[config.mk]
export PLATFORM = sky130hd
export DESIGN_NAME = dr_tx_4phase
export DESIGN_NICKNAME = d
export VERILOG_FILES = /design/src/rtl/dr_tx_4phase_pkg.sv /design/src/rtl/dr_tx_4phase_ack_sync.sv /design/src/rtl/dr_tx_4phase.sv
export SDC_FILE = /design/constraint.sdc
export NUM_CORES = 1
export LEC_CHECK = 0
export ABC_AREA = 0
export BUFFER_PORTS_ARGS = -buffer_cell sky130_fd_sc_hd__buf_2
export CAP_MARGIN = 10
export CORE_MARGIN = 5
export CORE_UTILIZATION = 46
export CTS_BUF_LIST = sky130_fd_sc_hd__clkbuf_8
export DETAILED_ROUTE_END_ITERATION = 8
export GPL_TIMING_DRIVEN = 0
export PLACE_DENSITY = 0.8
export SETUP_SLACK_MARGIN = 0.02
export SYNTH_ARGS = -nofsm -noshare
export SYNTH_HDL_FRONTEND = slang
export SYNTH_SLANG_ARGS = --single-unit
[constraint.sdc]
create_clock -name clk -period 1.4 [get_ports clk]
set_input_delay 0.21 -clock clk [delete_from_list [all_inputs] [get_ports clk]]
set_output_delay 0.21 -clock clk [all_outputs]
set_load 0.02 [all_outputs]
[src/rtl/dr_tx_4phase_pkg.sv]
// Shared definitions for the dual-rail 4-phase transmitter:
// FSM state encoding, rail codes and the per-bit rail encoder.
package dr_pkg;

    typedef enum logic [1:0] {
        S_IDLE = 2'd0,
        S_DATA = 2'd1,
        S_NULL = 2'd2
    } state_t;

    localparam logic [1:0] DR_NULL = 2'b00;
    localparam logic [1:0] DR_T    = 2'b10;
    localparam logic [1:0] DR_F    = 2'b01;

    // One data bit to its dual-rail pair (never the illegal 11).
    function automatic logic [1:0] dr_rail(input logic b);
        return b ? DR_T : DR_F;
    endfunction

endpackage

[src/rtl/dr_tx_4phase_ack_sync.sv]
// Per-bit multi-flop synchronizer for the asynchronous acknowledges.
// Ports: clk, rst (sync, active-high), async_in[WIDTH] raw acks,
// sync_out = last stage, sync_next = stage feeding it, filled = all
// stages have been loaded with real samples since reset.
module ack_sync #(
    parameter int WIDTH  = 4,
    parameter int STAGES = 2
) (
    input  logic             clk,
    input  logic             rst,
    input  logic [WIDTH-1:0] async_in,
    output logic [WIDTH-1:0] sync_out,
    output logic [WIDTH-1:0] sync_next,
    output logic             filled
);

    logic [STAGES-1:0][WIDTH-1:0] q;
    logic [STAGES-1:0]            fill;

    always_ff @(posedge clk) begin
        if (rst) begin
            q    <= '0;
            fill <= '0;
        end else begin
            q    <= {q[STAGES-2:0], async_in};
            fill <= {fill[STAGES-2:0], 1'b1};
        end
    end

    assign sync_out  = q[STAGES-1];
    assign sync_next = q[STAGES-2];
    assign filled    = fill[STAGES-1];

endmodule

[src/rtl/dr_tx_4phase.sv]
// Parallel word to dual-rail 4-phase (RZ) transmitter with forked acks.
// Ports: clk, rst (sync, active-high); in_valid/in_ready/in_data word
// handshake; data_out dual-rail rails (pair i at [2i+1:2i], 00 spacer);
// ack[N_ACK] async consumer acks; busy = FSM not idle; err = watchdog.
// Optional watchdog built only when DR_TX_TIMEOUT_EN is defined.
module dr_tx_4phase
    import dr_pkg::*;
#(
    parameter int WIDTH       = 8,
    parameter int N_ACK       = 4,
    parameter int SYNC_STAGES = 2,
    parameter int TIMEOUT_CYC = 255
) (
    input  logic               clk,
    input  logic               rst,
    input  logic               in_valid,
    output logic               in_ready,
    input  logic [WIDTH-1:0]   in_data,
    output logic [2*WIDTH-1:0] data_out,
    input  logic [N_ACK-1:0]   ack,
    output logic               busy,
    output logic               err
);

    if (SYNC_STAGES < 2 || TIMEOUT_CYC < 1) begin : g_param_check
        $error("dr_tx_4phase: SYNC_STAGES >= 2 and TIMEOUT_CYC >= 1");
    end

    state_t             state, state_d;
    logic [2*WIDTH-1:0] data_d;
    logic [2*WIDTH-1:0] code;
    logic               busy_d;
    logic [N_ACK-1:0]   ack_s;
    logic [N_ACK-1:0]   ack_n;
    logic               sync_ok;
    logic               accept;
    logic               acks_hi;
    logic               acks_lo;

    ack_sync #(
        .WIDTH  (N_ACK),
        .STAGES (SYNC_STAGES)
    ) u_sync (
        .clk       (clk),
        .rst       (rst),
        .async_in  (ack),
        .sync_out  (ack_s),
        .sync_next (ack_n),
        .filled    (sync_ok)
    );

    // The FSM moves on the same edge at which ack_s takes its new value,
    // so it decides on the stage feeding ack_s. This keeps the spacer and
    // in_ready aligned with ack_s and saves one cycle per phase.
    assign acks_hi = &ack_n;
    assign acks_lo = ~|ack_n;

    // sync_ok masks the zeros left in the synchronizer by reset, so a
    // consumer still holding its ack high cannot be mistaken for idle.
    assign in_ready = (state == S_IDLE) && sync_ok && ~|ack_s;
    assign accept   = in_valid && in_ready;

    always_comb begin
        code = '0;
        for (int i = 0; i < WIDTH; i++) begin
            code[2*i +: 2] = dr_rail(in_data[i]);
        end
    end

    always_ff @(posedge clk) begin
        if (rst) begin
            state    <= S_IDLE;
            data_out <= '0;
            busy     <= 1'b0;
        end else begin
            state    <= state_d;
            data_out <= data_d;
            busy     <= busy_d;
        end
    end

    always_comb begin
        state_d = state;
        unique case (state)
            S_IDLE:  if (accept)  state_d = S_DATA;
            S_DATA:  if (acks_hi) state_d = S_NULL;
            S_NULL:  if (acks_lo) state_d = S_IDLE;
            default: state_d = S_IDLE;
        endcase
    end

    always_comb begin
        data_d = data_out;
        busy_d = (state_d != S_IDLE);
        if (state == S_IDLE && accept) begin
            data_d = code;
        end else if (state == S_DATA && acks_hi) begin
            data_d = '0;
        end
    end

`ifdef DR_TX_TIMEOUT_EN
    localparam int CW = $clog2(TIMEOUT_CYC + 2);
    localparam logic [CW-1:0] LIMIT = CW'(TIMEOUT_CYC);

    logic [CW-1:0] cnt, cnt_d;
    logic          err_d;

    // err looks at the next count so it rises on the edge the count
    // reaches the limit; the FSM itself is never forced out of a phase.
    always_comb begin
        cnt_d = cnt;
        if (state_d != state) begin
            cnt_d = '0;
        end else if (state != S_IDLE && cnt != '1) begin
            cnt_d = cnt + 1'b1;
        end
        err_d = err || (cnt_d >= LIMIT);
    end

    always_ff @(posedge clk) begin
        if (rst) begin
            cnt <= '0;
            err <= 1'b0;
        end else begin
            cnt <= cnt_d;
            err <= err_d;
        end
    end
`else
    assign err = 1'b0;
`endif

endmodule
# == Yosys cells after proc, flatten, opt, wreduce, memory -nomap -nowiden ==
# Cells that the tools add are included.
# totals
out_inout_bits,19
input_bits,15
regBits,29
# op_classes
muxes,15
n_eq_ne,2
n_reduce_logical,12
# op_table
operator,n
$mux W16,2
$mux W2,11
$reduce_or A4 Y1,2
$pmux W2 S3,1
$logic_and A1 B1 Y1,5
$reduce_and A4 Y1,1
$reduce_bool A2 Y1,2
$eq A2 B1 Y1 const B,1
$eq A2 B2 Y1 const B,1
$logic_not A2 Y1,1
$logic_not A1 Y1,1
$mux W1,1

# == Logic depth before layout (Yosys ltp) ==
# Gate-level depths: netlist of run 1.
# logic_depth
word_depth,7
ltp_mapped,4
depth_no_buf,3

# == By module ==
# From an unflattened synthesis of run 1, not the netlist that was laid out.
# hier_totals
cells_unflattened,88
hier_area_um2,1016.0
# modules_own_cells
module,instances,area_each_um2,cells_each
dr_tx_4phase,1,755.7,68
ack_sync,1,260.2,20

# == Worst setup path after synthesis of run 1 ==
# Ideal clock, no wire load.
# synth_timing
kind,reg-to-output
start,"reg u_sync.q, in the netlist u_sync.sync_out[1]"
end,out in_ready
setup_slack_ns,-0.297
t_required_ns,1.190
path_buffers,1
stages_incl_launch_ff,4
arrival_ns,1.487
cell_sequence,dfxtp_1 > or4_4 > buf_6 > nor4b_2
# synth_between
elab_chain_cells,3
# synth_lines
item,line_no,source
start: declaration,dr_tx_4phase_ack_sync.sv:17,logic [STAGES-1:0][WIDTH-1:0] q;
start signal: assignment,dr_tx_4phase_ack_sync.sv:25,"q <= {q[STAGES-2:0], async_in};"
$reduce_or A4 Y1,dr_tx_4phase.sv:60,assign in_ready = (state == S_IDLE) && sync_ok && ~|ack_s;
$logic_not A1 Y1,dr_tx_4phase.sv:60,
$logic_and A1 B1 Y1,dr_tx_4phase.sv:60,
end: declaration,dr_tx_4phase.sv:17,"output logic in_ready,"
# Every way passes these cells.

# == Final worst setup path of run 1 ==
# layout_timing
start,"reg u_sync.q, in the netlist u_sync.sync_out[2]"
end,out in_ready
# The elaborated chain is that of the path after synthesis.

==> flow_metrics.env, run 1 <==
export IMPL_holdWs_ns=0.146
export IMPL_violations="negative setup slack"
export IMPL_hold_class="input pin to flip-flop"
export IMPL_crit_slowest_cell="or4_4"
export IMPL_wl_met1_um=937
export IMPL_antenna_found_initial=0
export IMPL_start_util=0.471
export IMPL_syn_area_per_cell_um2=11.5
export IMPL_grt_pass1_vias=805
export IMPL_diodes=0
export IMPL_r2r_start="u_sync.sync_out[2]$_SDFF_PP0_"
export IMPL_vias=863
export IMPL_fin_skew_ns=0.00558
export IMPL_min_period_ns=1.84
export IMPL_synth_nets=103
export IMPL_met2_length_um=1150
export IMPL_critPathArrivalTime_ns=1.63
export IMPL_synthArstFlopShare=0
export IMPL_final_max_slew_violation_count=0
export IMPL_gr_usage_all_layers=0.150
export IMPL_worst_pin_slew_ns=0.493
export IMPL_drtIter0Drc=16
export IMPL_finalSetupViolCount=19
export IMPL_power_density_nw_per_um2=1210
export IMPL_ys_seq_area_frac=0.574
export IMPL_fin_tns_setup_ns=-2.96
export IMPL_cts_buffers=5
export IMPL_status="finished, violations left"
export IMPL_critPathMaxFanout=2
export IMPL_syn_area_um2=1010
export IMPL_drv_cap=0
export IMPL_via_per_inst=5.29
export IMPL_clk_latency_ns=0.28
export IMPL_cp_startpoint="u_sync.sync_out[2]$_SDFF_PP0_"
export IMPL_cts_root_buf="clkbuf_8"
export IMPL_finalCritPeriodShare=1.31
export IMPL_rows=17
export IMPL_synth_edf_count=0
export IMPL_detailed_place_hpwl_um=1600
export IMPL_gp_congestion=0.754
export IMPL_grt_max_degree=11
export IMPL_boundaryPins=34
export IMPL_crit_required_ns=1.19
export IMPL_die_h_um=56.9
export IMPL_wirelength_um=2400
export IMPL_ant_nets=0
export IMPL_critPathKind="flip-flop to output port"
export IMPL_htreeDepth=2
export IMPL_firstDrtPassIters=4
export IMPL_min_from="ack[2]"
export IMPL_ys_warn_count=0
export IMPL_core_area_um2=2150
export IMPL_max_freq_ghz=0.544
export IMPL_setup_ws_ns=-0.439
export IMPL_cts_tree="built"
export IMPL_placed_cell_area_um2=1220
export IMPL_yosysUniqueCellTypes=26
export IMPL_dieWidth_um=56.9
export IMPL_hold_viol_final=0
export IMPL_vdd_drop_max_mv=0.902
export IMPL_cp_start_kind="flip-flop"
export IMPL_p_leak_nw=0.631
export IMPL_die_area_um2=3240
export IMPL_wl_met3_um=254
export IMPL_yosys_register_bits=29
export IMPL_syn_inst=88
export IMPL_rsz0062_at_grt="yes"
export IMPL_synth_flop_cell="dfxtp_1"
export IMPL_nNetsFinal=150
export IMPL_fin_area_um2=1450
export IMPL_cts_buffer_depth=2
export IMPL_cp_cell_sequence="or4_4, buf_6, nor4b_4, buf_4"
export IMPL_layout_drive_gt1_share=0.511
export IMPL_routed_top_layer="met4"
export IMPL_cp_slowest_stage_delay_ns=0.53
export IMPL_final_cell_count_no_fill=163
export IMPL_max_slew_margin=0.667
export IMPL_dpl_cell_count=148
export IMPL_clk_pin_slew_ns=0.05
export IMPL_port_buffers=32
export IMPL_cts_sinks=29
export IMPL_grt_overflow=0
export IMPL_endpoint_kind="output port"
export IMPL_wl_per_cell_um=14.7
export IMPL_fillers=179
export IMPL_grt_pass1_wl_um=3620
export IMPL_drc=0
export IMPL_area_growth_syn_to_layout_pct=43.4
metal layers:
layer	vias up	track usage
li1	428	-
met1	391	0.156
met2	38	0.225
met3	6	0.0966
met4	0	0.0927
met5	-	0
critical path: cells and delay by family (launching register included):
family	cells	cell delay (ns)
simple gates	2	0.72
flops	1	0.32
buf+inv	2	0.31
cells in the final DEF (no fill, tap or decap), types with 2 or more instances in the layout:
cell type and n:
a32o_1 8, buf_2 31, buf_4 6, buf_6 4, clkbuf_8 6, dfxtp_1 27
dfxtp_2 2, inv_1 3, nor2_1 2, nor2b_1 10, o21ai_2 8, o22ai_1 7
o22ai_2 2
cell usage after synthesis, types with 2 or more instances:
library cell  instances  area share
o22ai_1               8       0.049
o21ai_0               8       0.040
dfxtp_1              29        0.57
inv_1                 2      0.0074
buf_6                 2       0.022
a32o_1                8       0.079
nor2b_1              10       0.062
a21oi_1               2      0.0099
nor2_1                2      0.0074
power breakdown:
group,switching (mW),internal (mW),total [mW]
Combinational,0.111,0.105,0.215
Clock,0.280,0.381,0.661
Sequential,0.0176,0.856,0.873
stage by stage:
step / worst slack, ns / total power, mW / util
2_1_floorplan: -0.143 / 0.987 / -
3_3_place_gp: -0.202 / 1.04 / 0.566
3_5_place_dp: -0.201 / 1.05 / 0.566
4_1_cts: -0.445 / 1.73 / 0.635
5_1_grt: -0.496 / 1.83 / 0.676
6_report: -0.439 / 1.75 / 0.676
what timing repair did:
action                                  CTS  global route
hold buffers                              0             0
endpoints found under the setup margin   18            19
setup buffers                             5             2
endpoints found under the hold margin     0             0
resized for setup                        15            12
pin swaps                                 3            14
cloned                                    0             1
flip-flops by register name, summed over array words and instances, names as in the netlist:
register          count
state                 2
u_sync.fill           2
u_sync.sync_out       4
u_sync.sync_next      4
data_out             16
busy                  1
final timing paths:
check | depth (start not counted) | end | slack, ns
worst max-delay path | 4 | in_ready | -0.44
worst min-delay path | 2 | u_sync.sync_next[2]$_SDFF_PP0_ | 0.15
worst max register to register | 6 | busy$_SDFF_PP0_ | -0.21
worst min register to register | 1 | u_sync.fill[1]$_SDFF_PP0_ | 0.45
kinds of logic after synthesis:
logic type             Yosys count  share of synthesized area
AOI/OAI and AO/OA               30                      0.216
buffers and inverters            6                     0.0408
DFF                             29                      0.574
other                            1                    0.00370
and+or+nand+nor                 22                      0.166
cell type report:
| class | count | area (um^2) | area share |
|---|---|---|---|
| buffer | 4 | 33.8 | 0.0233 |
| tap | 28 | 35.0 | 0.0241 |
| clock inverter | 1 | 3.75 | 0.00259 |
| clock buffer | 6 | 82.6 | 0.0569 |
| sequential | 29 | 583 | 0.402 |
| multi-input combinational | 53 | 450 | 0.310 |
| inverter | 2 | 7.51 | 0.00517 |
| timing repair buffer | 40 | 255 | 0.176 |
No activity file was read; power rests on OpenSTA's default activity.
==> inputs of run 2 (changes only) <==
--- a/config.mk
+++ b/config.mk
@@ -8,12 +8,14 @@
 export ABC_AREA = 0
 export BUFFER_PORTS_ARGS = -buffer_cell sky130_fd_sc_hd__buf_2
 export CAP_MARGIN = 10
+export CELL_PAD_IN_SITES_DETAIL_PLACEMENT = 1
+export CELL_PAD_IN_SITES_GLOBAL_PLACEMENT = 1
 export CORE_MARGIN = 5
-export CORE_UTILIZATION = 46
+export CORE_UTILIZATION = 39
 export CTS_BUF_LIST = sky130_fd_sc_hd__clkbuf_8
 export DETAILED_ROUTE_END_ITERATION = 8
 export GPL_TIMING_DRIVEN = 0
-export PLACE_DENSITY = 0.8
+export PLACE_DENSITY = 0.83
 export SETUP_SLACK_MARGIN = 0.02
 export SYNTH_ARGS = -nofsm -noshare
 export SYNTH_HDL_FRONTEND = slang
==> constraint.sdc (replaced) <==
create_clock -name clk -period 1.84 [get_ports clk]
set_input_delay 0.276 -clock clk [delete_from_list [all_inputs] [get_ports clk]]
set_output_delay 0.276 -clock clk [all_outputs]
set_load 0.02 [all_outputs]
==> run 2 against run 1 <==
The flow now finishes without violations. Wire length grew 2.0%. Non-clock buffer count decreased by 8. Register-to-register slack better by 0.42 ns. Hold slack better by 0.077 ns. Setup slack better by 0.49 ns.
==> flow_metrics.env, run 2 (synthesized netlist as in run 1, its figures left out) <==
export IMPL_cts_buffer_depth=2
export IMPL_grt_overflow=0
export IMPL_hold_viol_final=0
export IMPL_drc=0
export IMPL_min_period_ns=1.79
export IMPL_gp_congestion=0.744
export IMPL_largest_register="data_out"
export IMPL_dieWidth_um=60.9
export IMPL_pwr_share_seq=0.518
export IMPL_largest_reg_flops=16
export IMPL_p_leak_nw=0.568
export IMPL_rows=18
export IMPL_drv_cap=0
export IMPL_wl_per_cell_um=15.6
export IMPL_port_buffers=32
export IMPL_die_h_um=60.9
export IMPL_boundaryPins=34
export IMPL_core_area_um2=2480
export IMPL_finalPower_mw=1.28
export IMPL_grt_max_degree=11
export IMPL_drtIter0Drc=17
export IMPL_antenna_found_initial=0
export IMPL_final_max_slew_violation_count=0
export IMPL_p_int_uw=991
export IMPL_layout_drive_gt1_share=0.378
export IMPL_via_per_inst=5.38
export IMPL_htreeDepth=2
export IMPL_grt_pass1_vias=847
export IMPL_rsz0062_at_grt="yes"
export IMPL_dp_slack_ns=0.121
export IMPL_max_freq_ghz=0.560
export IMPL_fin_tns_setup_ns=0
export IMPL_fin_area_um2=1300
export IMPL_ant_nets=0
export IMPL_nNetsFinal=142
export IMPL_grt_pass1_wl_um=4040
export IMPL_cts_buffers=5
export IMPL_final_core_util=0.523
export IMPL_vdd_drop_max_mv=0.565
export IMPL_p_comb_frac=0.093
export IMPL_crit_required_ns=1.56
export IMPL_placed_cell_area_um2=1210
export IMPL_fillers=291
export IMPL_p_sw_frac=0.226
export IMPL_die_area_um2=3710
export IMPL_critPathMaxFanout=2
export IMPL_cts_tree="built"
export IMPL_hold_class="input pin to flip-flop"
export IMPL_finalSetupViolCount=0
export IMPL_area_growth_syn_to_layout_pct=28.1
export IMPL_firstDrtPassIters=4
export IMPL_endpoint_kind="output port"
export IMPL_vias=844
export IMPL_finalCritPeriodShare=0.971
export IMPL_cp_start_kind="flip-flop"
export IMPL_dpl_cell_count=150
export IMPL_hold_buffers=0
export IMPL_diodes=0
export IMPL_final_cell_mix="31 x buf_2, 28 x dfxtp_1, 10 x nor2b_1"
export IMPL_fin_skew_ns=0.00506
export IMPL_cts_sinks=29
export IMPL_switchingPower_uw=289
export IMPL_gr_usage_all_layers=0.149
export IMPL_cts_root_buf="clkbuf_8"
export IMPL_power_density_nw_per_um2=987
export IMPL_critPathKind="flip-flop to output port"
export IMPL_max_slew_margin=0.558
export IMPL_detailed_place_hpwl_um=1890
export IMPL_setup_ws_ns=0.0530
export IMPL_start_util=0.409
export IMPL_status="finished clean"
export IMPL_clk_latency_ns=0.27
export IMPL_critPathArrivalTime_ns=1.51
export IMPL_wirelength_um=2450
export IMPL_clkPwrFrac=0.389
export IMPL_clk_pin_slew_ns=0.05
export IMPL_worst_pin_slew_ns=0.664
export IMPL_final_cell_count_no_fill=157
export IMPL_holdWs_ns=0.222
export IMPL_final_common_cell="buf_2"
-- run 2: final cells by class --
| cell class | count | area [um^2] | area share |
|---|---|---|---|
| plain buffers | 3 | 22.5 | 0.0174 |
| clock buffers | 6 | 82.6 | 0.0637 |
| clock inverters | 1 | 3.75 | 0.00290 |
| inverters | 2 | 7.51 | 0.00579 |
| multi-input cells | 53 | 390 | 0.301 |
| flip-flops and latches | 29 | 582 | 0.449 |
| well taps | 30 | 37.5 | 0.0290 |
| repair buffers | 33 | 170 | 0.131 |
-- run 2: metal layers --
metal,routed length [um],global-route usage,vias to the layer above
li1,-,-,412
met1,989,0.176,397
met2,1220,0.260,30
met3,207,0.0383,5
met4,29,0.0557,0
met5,0,0,-
-- run 2: path summary, 6_finish.rpt --
path                                 startpoint                        endpoint  slack (ns)  cells past startpoint
hold reg to reg          u_sync.fill[0]$_DFF_P_       u_sync.fill[1]$_SDFF_PP0_        0.46                      1
setup / recovery  u_sync.sync_out[2]$_SDFF_PP0_                        in_ready        0.05                      3
setup reg to reg  u_sync.sync_out[2]$_SDFF_PP0_        data_out[7]$_SDFFE_PP0P_        0.21                      4
hold / removal                           ack[2]  u_sync.sync_next[2]$_SDFF_PP0_        0.22                      2
-- run 2: repair_timing --
item / 4_1_cts / 5_1_grt
resized for setup: 0 / 2
setup buffers: 1 / 0
pin swaps: 2 / 0
gates cloned: 0 / 0
endpoints found under the setup margin: 1 / 1
-- run 2: power groups by stage --
stage,Clock [mW],Sequential (mW),Combinational [mW]
2_1_floorplan,0,0.687,0.0618
3_3_place_gp,0,0.674,0.117
3_5_place_dp,0,0.676,0.121
4_1_cts,0.513,0.663,0.120
5_1_grt,0.544,0.665,0.131
6_report,0.498,0.663,0.119
-- run 2: worst max-delay path, cell delays in order, from the launching register on --
cell	delay, ns
dfxtp_2	0.31
or4_4	0.54
nor4b_2	0.22
buf_4	0.18
